### src/rtl/decode_stage_buffered_pkg.sv
// Shared definitions for the buffered RV32I decode stage: unit codes,
// operation codes, opcode constants and the decoded-instruction record.
package decode_stage_buffered_pkg;

  typedef enum logic [3:0] {
    UNIT_NONE   = 4'd0,
    UNIT_ALU    = 4'd1,
    UNIT_BRANCH = 4'd2,
    UNIT_MEM    = 4'd3
  } unit_t;

  localparam logic [6:0] OPC_OP     = 7'b0110011;
  localparam logic [6:0] OPC_OP_IMM = 7'b0010011;
  localparam logic [6:0] OPC_LUI    = 7'b0110111;
  localparam logic [6:0] OPC_AUIPC  = 7'b0010111;
  localparam logic [6:0] OPC_BRANCH = 7'b1100011;
  localparam logic [6:0] OPC_JAL    = 7'b1101111;
  localparam logic [6:0] OPC_JALR   = 7'b1100111;
  localparam logic [6:0] OPC_LOAD   = 7'b0000011;
  localparam logic [6:0] OPC_STORE  = 7'b0100011;

  localparam logic [4:0] OP_ADDI = 5'b10000;
  localparam logic [4:0] OP_JAL  = 5'b01000;
  localparam logic [4:0] OP_JALR = 5'b01001;

  typedef struct packed {
    unit_t       unit;
    logic [4:0]  op;
    logic [31:0] imm;
    logic        use_rs1;
    logic        use_rs2;
    logic        rd_write;
    logic        pc_op1;
    logic        illegal;
  } dec_t;

endpackage

### src/rtl/decode_stage_buffered_fifo.sv
// Circular fetch buffer with occupancy count; flush empties it and drops
// a same-cycle push. DEPTH must be a power of two so pointers wrap freely.
module decode_fifo #(
  parameter int WIDTH = 64,
  parameter int DEPTH = 4,
  localparam int PTR_W = $clog2(DEPTH),
  localparam int CNT_W = PTR_W + 1
) (
  input  logic             clk_i,
  input  logic             rst_i,
  input  logic             flush_i,
  input  logic             push_i,
  input  logic             pop_i,
  input  logic [WIDTH-1:0] data_i,
  output logic [WIDTH-1:0] data_o,
  output logic [CNT_W-1:0] count_o,
  output logic             full_o,
  output logic             empty_o
);

  logic [WIDTH-1:0] mem [DEPTH];
  logic [PTR_W-1:0] wptr_q, rptr_q;
  logic [CNT_W-1:0] count_q;
  logic             push_ok, pop_ok;

  assign full_o  = (count_q == CNT_W'(DEPTH));
  assign empty_o = (count_q == '0);
  assign push_ok = push_i && !full_o && !flush_i;
  assign pop_ok  = pop_i && !empty_o && !flush_i;
  assign data_o  = mem[rptr_q];
  assign count_o = count_q;

  always_ff @(posedge clk_i) begin
    if (push_ok) mem[wptr_q] <= data_i;
  end

  always_ff @(posedge clk_i) begin
    if (!rst_i || flush_i) begin
      wptr_q  <= '0;
      rptr_q  <= '0;
      count_q <= '0;
    end else begin
      if (push_ok) wptr_q <= wptr_q + PTR_W'(1);
      if (pop_ok)  rptr_q <= rptr_q + PTR_W'(1);
      case ({push_ok, pop_ok})
        2'b10:   count_q <= count_q + CNT_W'(1);
        2'b01:   count_q <= count_q - CNT_W'(1);
        default: count_q <= count_q;
      endcase
    end
  end

endmodule

### src/rtl/decode_stage_buffered.sv
// Buffered RV32I decode stage: fetch buffer, register file, busy-bit scoreboard
// and registered execute output. Define DECODE_BYPASS_EN to forward writeback.
module decode_stage_buffered
  import decode_stage_buffered_pkg::*;
#(
  parameter int XLEN      = 32,
  parameter int BUF_DEPTH = 4,
  parameter int NUM_REGS  = 32
) (
  input  logic                         clk_i,
  input  logic                         rst_i,
  input  logic                         flush_i,
  input  logic                         getir_valid_i,
  output logic                         getir_ready_o,
  input  logic [31:0]                  getir_buyruk_i,
  input  logic [XLEN-1:0]              getir_ps_i,
  input  logic                         writeback_enable_i,
  input  logic [4:0]                   writeback_address_i,
  input  logic [XLEN-1:0]              writeback_result_i,
  output logic                         yurut_valid_o,
  input  logic                         yurut_ready_i,
  output logic [3:0]                   yurut_birim_secimi_o,
  output logic [4:0]                   yurut_islem_secimi_o,
  output logic [XLEN-1:0]              yurut_integer_deger1_o,
  output logic [XLEN-1:0]              yurut_integer_deger2_o,
  output logic [XLEN-1:0]              yurut_immidiate_o,
  output logic [XLEN-1:0]              yurut_ps_yeni_o,
  output logic [4:0]                   yurut_rd_adres_o,
  output logic                         yurut_rd_write_o,
  output logic                         yurut_illegal_o,
  output logic [$clog2(BUF_DEPTH):0]   buf_count_o
);

  function automatic logic [31:0] imm_i(input logic [31:0] w);
    return {{20{w[31]}}, w[31:20]};
  endfunction
  function automatic logic [31:0] imm_s(input logic [31:0] w);
    return {{20{w[31]}}, w[31:25], w[11:7]};
  endfunction
  function automatic logic [31:0] imm_b(input logic [31:0] w);
    return {{19{w[31]}}, w[31], w[7], w[30:25], w[11:8], 1'b0};
  endfunction
  function automatic logic [31:0] imm_u(input logic [31:0] w);
    return {w[31:12], 12'b0};
  endfunction
  function automatic logic [31:0] imm_j(input logic [31:0] w);
    return {{11{w[31]}}, w[31], w[19:12], w[20], w[30:21], 1'b0};
  endfunction

  logic [31:0]           head_instr;
  logic [XLEN-1:0]       head_pc;
  logic                  fifo_full, fifo_empty, issue, hazard;
  logic [4:0]            rs1, rs2, rd;
  logic [2:0]            f3;
  dec_t                  dec;
  logic [XLEN-1:0]       regs [NUM_REGS];
  logic [XLEN-1:0]       rs1_val, rs2_val;
  logic [NUM_REGS-1:0]   busy_q, busy_nxt, busy_chk;

  decode_fifo #(.WIDTH(32 + XLEN), .DEPTH(BUF_DEPTH)) u_fifo (
    .clk_i   (clk_i),
    .rst_i   (rst_i),
    .flush_i (flush_i),
    .push_i  (getir_valid_i),
    .pop_i   (issue),
    .data_i  ({getir_ps_i, getir_buyruk_i}),
    .data_o  ({head_pc, head_instr}),
    .count_o (buf_count_o),
    .full_o  (fifo_full),
    .empty_o (fifo_empty)
  );

  assign getir_ready_o = !fifo_full;
  assign rd  = head_instr[11:7];
  assign f3  = head_instr[14:12];
  assign rs1 = head_instr[19:15];
  assign rs2 = head_instr[24:20];

  // p0: combinational decode of the buffer head
  always_comb begin
    dec = '0;
    case (head_instr[6:0])
      OPC_OP:     begin dec.unit = UNIT_ALU; dec.op = {1'b0, head_instr[30], f3};
                        dec.use_rs1 = 1'b1; dec.use_rs2 = 1'b1; dec.rd_write = 1'b1; end
      OPC_OP_IMM: begin dec.unit = UNIT_ALU; dec.op = {1'b1, (f3 == 3'b101) && head_instr[30], f3};
                        dec.imm = imm_i(head_instr); dec.use_rs1 = 1'b1; dec.rd_write = 1'b1; end
      OPC_LUI:    begin dec.unit = UNIT_ALU; dec.op = OP_ADDI; dec.imm = imm_u(head_instr);
                        dec.rd_write = 1'b1; end
      OPC_AUIPC:  begin dec.unit = UNIT_ALU; dec.op = OP_ADDI; dec.imm = imm_u(head_instr);
                        dec.pc_op1 = 1'b1; dec.rd_write = 1'b1; end
      OPC_BRANCH: begin dec.unit = UNIT_BRANCH; dec.op = {2'b00, f3}; dec.imm = imm_b(head_instr);
                        dec.use_rs1 = 1'b1; dec.use_rs2 = 1'b1; end
      OPC_JAL:    begin dec.unit = UNIT_BRANCH; dec.op = OP_JAL; dec.imm = imm_j(head_instr);
                        dec.rd_write = 1'b1; end
      OPC_JALR:   begin dec.unit = UNIT_BRANCH; dec.op = OP_JALR; dec.imm = imm_i(head_instr);
                        dec.use_rs1 = 1'b1; dec.rd_write = 1'b1; end
      OPC_LOAD:   begin dec.unit = UNIT_MEM; dec.op = {2'b00, f3}; dec.imm = imm_i(head_instr);
                        dec.use_rs1 = 1'b1; dec.rd_write = 1'b1; end
      OPC_STORE:  begin dec.unit = UNIT_MEM; dec.op = {2'b10, f3}; dec.imm = imm_s(head_instr);
                        dec.use_rs1 = 1'b1; dec.use_rs2 = 1'b1; end
      default:    dec.illegal = 1'b1;
    endcase
    dec.rd_write = dec.rd_write && (rd != 5'd0);
  end

  always_comb begin
    rs1_val  = (rs1 == 5'd0) ? '0 : regs[rs1];
    rs2_val  = (rs2 == 5'd0) ? '0 : regs[rs2];
    busy_chk = busy_q;
`ifdef DECODE_BYPASS_EN
    if (writeback_enable_i && writeback_address_i != 5'd0) begin
      if (writeback_address_i == rs1) rs1_val = writeback_result_i;
      if (writeback_address_i == rs2) rs2_val = writeback_result_i;
      busy_chk[writeback_address_i] = 1'b0;
    end
`endif
  end

  assign hazard = (dec.use_rs1 && busy_chk[rs1]) || (dec.use_rs2 && busy_chk[rs2]) ||
                  (dec.rd_write && busy_chk[rd]);
  assign issue  = !fifo_empty && !hazard && (!yurut_valid_o || yurut_ready_i) && !flush_i;

  always_ff @(posedge clk_i) begin
    if (writeback_enable_i && writeback_address_i != 5'd0)
      regs[writeback_address_i] <= writeback_result_i;
  end

  // Writeback clears first so a same-edge issue to that rd keeps it busy.
  always_comb begin
    busy_nxt = busy_q;
    if (writeback_enable_i) busy_nxt[writeback_address_i] = 1'b0;
    if (flush_i) begin
      if (yurut_valid_o && yurut_rd_write_o) busy_nxt[yurut_rd_adres_o] = 1'b0;
    end else if (issue && dec.rd_write) begin
      busy_nxt[rd] = 1'b1;
    end
  end

  always_ff @(posedge clk_i) begin
    if (!rst_i) busy_q <= '0;
    else        busy_q <= busy_nxt;
  end

  // p1: registered execute-side output
  always_ff @(posedge clk_i) begin
    if (!rst_i) begin
      yurut_valid_o          <= 1'b0;
      yurut_birim_secimi_o   <= '0;
      yurut_islem_secimi_o   <= '0;
      yurut_integer_deger1_o <= '0;
      yurut_integer_deger2_o <= '0;
      yurut_immidiate_o      <= '0;
      yurut_ps_yeni_o        <= '0;
      yurut_rd_adres_o       <= '0;
      yurut_rd_write_o       <= 1'b0;
      yurut_illegal_o        <= 1'b0;
    end else if (flush_i) begin
      yurut_valid_o <= 1'b0;
    end else if (issue) begin
      yurut_valid_o          <= 1'b1;
      yurut_birim_secimi_o   <= dec.unit;
      yurut_islem_secimi_o   <= dec.op;
      yurut_integer_deger1_o <= dec.pc_op1 ? head_pc : (dec.use_rs1 ? rs1_val : '0);
      yurut_integer_deger2_o <= dec.use_rs2 ? rs2_val : '0;
      yurut_immidiate_o      <= dec.imm;
      yurut_ps_yeni_o        <= head_pc;
      yurut_rd_adres_o       <= rd;
      yurut_rd_write_o       <= dec.rd_write;
      yurut_illegal_o        <= dec.illegal;
    end else if (yurut_ready_i) begin
      yurut_valid_o <= 1'b0;
    end
  end

endmodule

### config.mk
export PLATFORM = sky130hd
export DESIGN_NAME = decode_stage_buffered
export DESIGN_NICKNAME = d
export VERILOG_FILES = /design/src/rtl/decode_stage_buffered_pkg.sv /design/src/rtl/decode_stage_buffered_fifo.sv /design/src/rtl/decode_stage_buffered.sv
export SDC_FILE = /design/constraint.sdc
export NUM_CORES = 2
export LEC_CHECK = 0
export CORE_MARGIN = 2
export CORE_UTILIZATION = 50
export CTS_CLUSTER_SIZE = 14
export DETAILED_ROUTE_END_ITERATION = 10
export GPL_ROUTABILITY_DRIVEN = 0
export GPL_TIMING_DRIVEN = 0
export PLACE_DENSITY = 0.7
export SLEW_MARGIN = 20
export SYNTH_ARGS = -nofsm -noshare
export SYNTH_HDL_FRONTEND = slang
export SYNTH_HIERARCHICAL = 1
export SYNTH_SLANG_ARGS = --single-unit
### constraint.sdc
create_clock -name clk_i -period 4.58 [get_ports clk_i]
set_input_delay 0.916 -clock clk_i [delete_from_list [all_inputs] [get_ports clk_i]]
set_output_delay 0.916 -clock clk_i [all_outputs]
set_load 0.01 [all_outputs]
==> metrics.yaml <==
sta:
  fin_crit_sh_pct: 104
  rsz0062_at_grt: "yes"
  fin_crit_ps: 4750
  worst_pin_slew_ps: 1250
  relSlewSlack_pct: 16.4
  drv_slew: 0
  finalSetupViolCount: 12
  max_freq_ghz: 0.210
  hold_viol: 0
  fin_ws_ps: -173
  worst_clock_skew_ps: 48.6
detailed_routing:
  vias_per_cell: 7.14
  wl_met1_um: 79100
  drt-pass1-iter-count: 9
  drt_iter0_drc: 7630
  wire_per_inst_um: 38.2
  highest_layer: "met5"
  wirelength_um: 239000
  drc: 0
  vias: 44700
  drtAntennaViolNets: 0
  route.met2.wl_um: 102000
  wl_met3_um: 39300
synth:
  synthAdderAreaFrac_pct: 0.126
  synthMuxAreaShare_pct: 21.7
  yosysSeqAreaShare_pct: 64.4
  synthCells: 3870
  yosys_register_bits: 1464
  postSynthAreaPerCell_um2: 16.9
  synth_common_cells: "edfxtp_1, mux4_2, mux2i_1"
  synth_flop_cell: "edfxtp_1"
  synth_compound_area_share_pct: 7.51
  async_reset_ff_share_pct: 0
  synth.most_common_cell: "edfxtp_1"
  synth-edff-count: 1280
  syn_area_mm2: 0.0654
  synthTopCellsByArea: "edfxtp_1, mux4_2, dfxtp_1"
  yosys.area_share.xor_xnor_pct: 0.0402
  synth-simple-area-share_pct: 4.00
  synth_top_family_by_area: "multiplexers"
  yosys.area.top_type: "edfxtp_1"
  yosysTopAreaCellShare_pct: 58.7
  yosysWarnings: 6
  synth_cell_type_count: 74
critical_path:
  worst-path-buf-inv: 5
  worst-path-max-fanout: 10
  startpoint_type: "flip-flop"
  reg2reg_to: "yurut_integer_deger2_o[23]"
  crit_arrival_ps: 5410
  cp_top_family: "buffers and inverters"
  reg2regPathDepth: 11
  crit_required_ps: 5240
  critPathMaxStageDelay_ps: 1000
  critPathKind: "reg -> reg"
  worst_path_max_delay_cell: "clkbuf_1"
  r2r_slack_ps: -170
  end_kind: "flip-flop"
  crit_chain: "buf_12 -> buf_12 -> buf_4 -> mux4_1 -> clkbuf_1 -> clkbuf_1 -> o221ai_1 -> a221oi_4 -> a21oi_1 -> nand3_1 -> o21ai_0"
global_routing:
  grt_pass1_wl_um: 328000
  grt_max_degree: 47
  first_global_vias: 43100
  grt_use_total_pct: 35.2
  grt_antenna_before_repair: 27
  grt_overflow: 0
cts:
  clk_pin_slew_worst_paths_ps: 50
  clkLatencyLatePin_ps: 810
  clockBufferDepth: 3
  cts.sinks: 1464
  cts_made_buffers: 153
  cts_tree: "done"
  cts-root-buf: "clkbuf_16"
  postCtsHoldBufs: 0
  htree_levels: 4
run_status:
  violations: "negative setup slack"
  status: "finished, violations left"
final_layout:
  final_nets: 4489
  nFillCells: 9519
  syn_to_final_growth_pct: 18.0
  drive_gt1_share_pct: 23.6
  instances_no_fill: 6259
pwr:
  p_leak_nw: 25.9
  ir_worst_vdd_uv: 314
  p_per_area_mw_per_mm2: 384
place:
  dp_cells: 5945
  hpwl_um: 163000
  io_buffers: 251
  dp_slack_ps: -1530
worst_hold_path:
  hold_start: "yurut_integer_deger2_o[28]"
  min-delay-path-class: "reg -> reg"
  whs_endpoint: "yurut_integer_deger2_o[28]"
  holdPathStages: 2
floorplanning:
  die_area_mm2: 0.134
  initial_core_util_pct: 50.5
  rows: 132
  die_w_um: 366
  die_h_um: 366
  pin_count: 256
  coreArea_mm2: 0.130
job:
  cap_violations: 0
==> area by class of cell <==
class / instances / area (um2) / area share (%)
inverter: 26 / 106 / 0.138
multi-input combinational: 2102 / 22300 / 29.0
clock inverter: 75 / 798 / 1.03
timing repair buffer: 323 / 3730 / 4.83
sequential: 1464 / 42100 / 54.6
buffer: 306 / 1620 / 2.09
tap: 1742 / 2180 / 2.82
clock buffer: 201 / 4230 / 5.47
antenna: 20 / 50.0 / 0.0648
==> per-layer routing <==
layer	up-vias	GRT usage, %
met1	22700	42.9
met2	4031	50.4
met4	8	22.4
li1	17100	-
met5	-	0
met3	868	16.6
==> state kept, by name, indices dropped and copies added (netlist names), 2 cells and up, named ones only <==
name	flops
yurut_islem_secimi_o	5
u_fifo/wptr_q	2
yurut_ps_yeni_o	32
regs	1024
yurut_birim_secimi_o	2
yurut_integer_deger1_o	32
yurut_integer_deger2_o	32
yurut_immidiate_o	32
busy_chk	32
u_fifo/mem	256
u_fifo/count_o	3
u_fifo/rptr_q	2
yurut_rd_adres_o	5
==> layout by cell type (no fill, tap or decap), types with 114 or more instances in the layout <==
master              n
nor2_1            125
dfxtp_1           183
nand2_1           229
clkdlybuf4s50_1   219
mux2i_1           344
mux4_2            424
buf_2             114
clkbuf_16         159
clkbuf_1          137
edfxtp_1         1280
a221oi_1          162
o21ai_0           149
==> worst max path at each step <==
| stage | from | slack (ps) | to | depth (start not counted) |
|---|---|---|---|---|
| finish | flip-flop | -170 | yurut_integer_deger2_o[23] | 11 |
| global route | flip-flop | -240 | u_fifo/count_o[2] | 18 |
| CTS | flip-flop | -90 | u_fifo/count_o[2] | 18 |
| detailed placement | flip-flop | -1530 | u_fifo/count_o[2] | 18 |
| global placement | flip-flop | -1820 | yurut_integer_deger2_o[8] | 12 |
| floorplan | flip-flop | -0.2 | u_fifo/count_o[2] | 19 |
==> kinds of logic after synthesis <==
kind of cell | Yosys count
simple gates | 566
xor+xnor | 3
compound gates | 663
other cells | 1
buf+inv | 337
fa+ha+maj | 6
flops | 1464
mux | 830
==> where the power goes <==
part	total (mW)	internal [mW]	switching, mW
combinational	2.21	0.760	1.45
clock	12.6	7.35	5.28
sequential	14.8	14.7	0.0859
total	29.6	22.8	6.81
==> worst min-delay path, cell delays in order, from the launching register on <==
cell and delay [ps]:
dfxtp_1 310, nand2_1 50, o21ai_0 60
==> what timing repair did <==
item	CTS	global route
setup buffers	11	11
endpoints found under the setup margin	181	71
gates cloned	0	1
pin swaps	2	5
gates resized for setup	89	62
==> per-stage QoR <==
step	util (%)	setup TNS, ps	total power [mW]	instance area, um2	hold WS [ps]
final	59.5	-767	29.6	77200	460
after global routing	59.5	-315	30.2	77100	481
after CTS	59.4	-87.5	29.5	77000	459
after detailed placement	55.3	-73500	17.1	71700	452
after global placement	54.2	-923070	17.1	70300	448
after floorplan	-	-0.234	16.1	65600	457
Power figures use the tool's default switching activity.
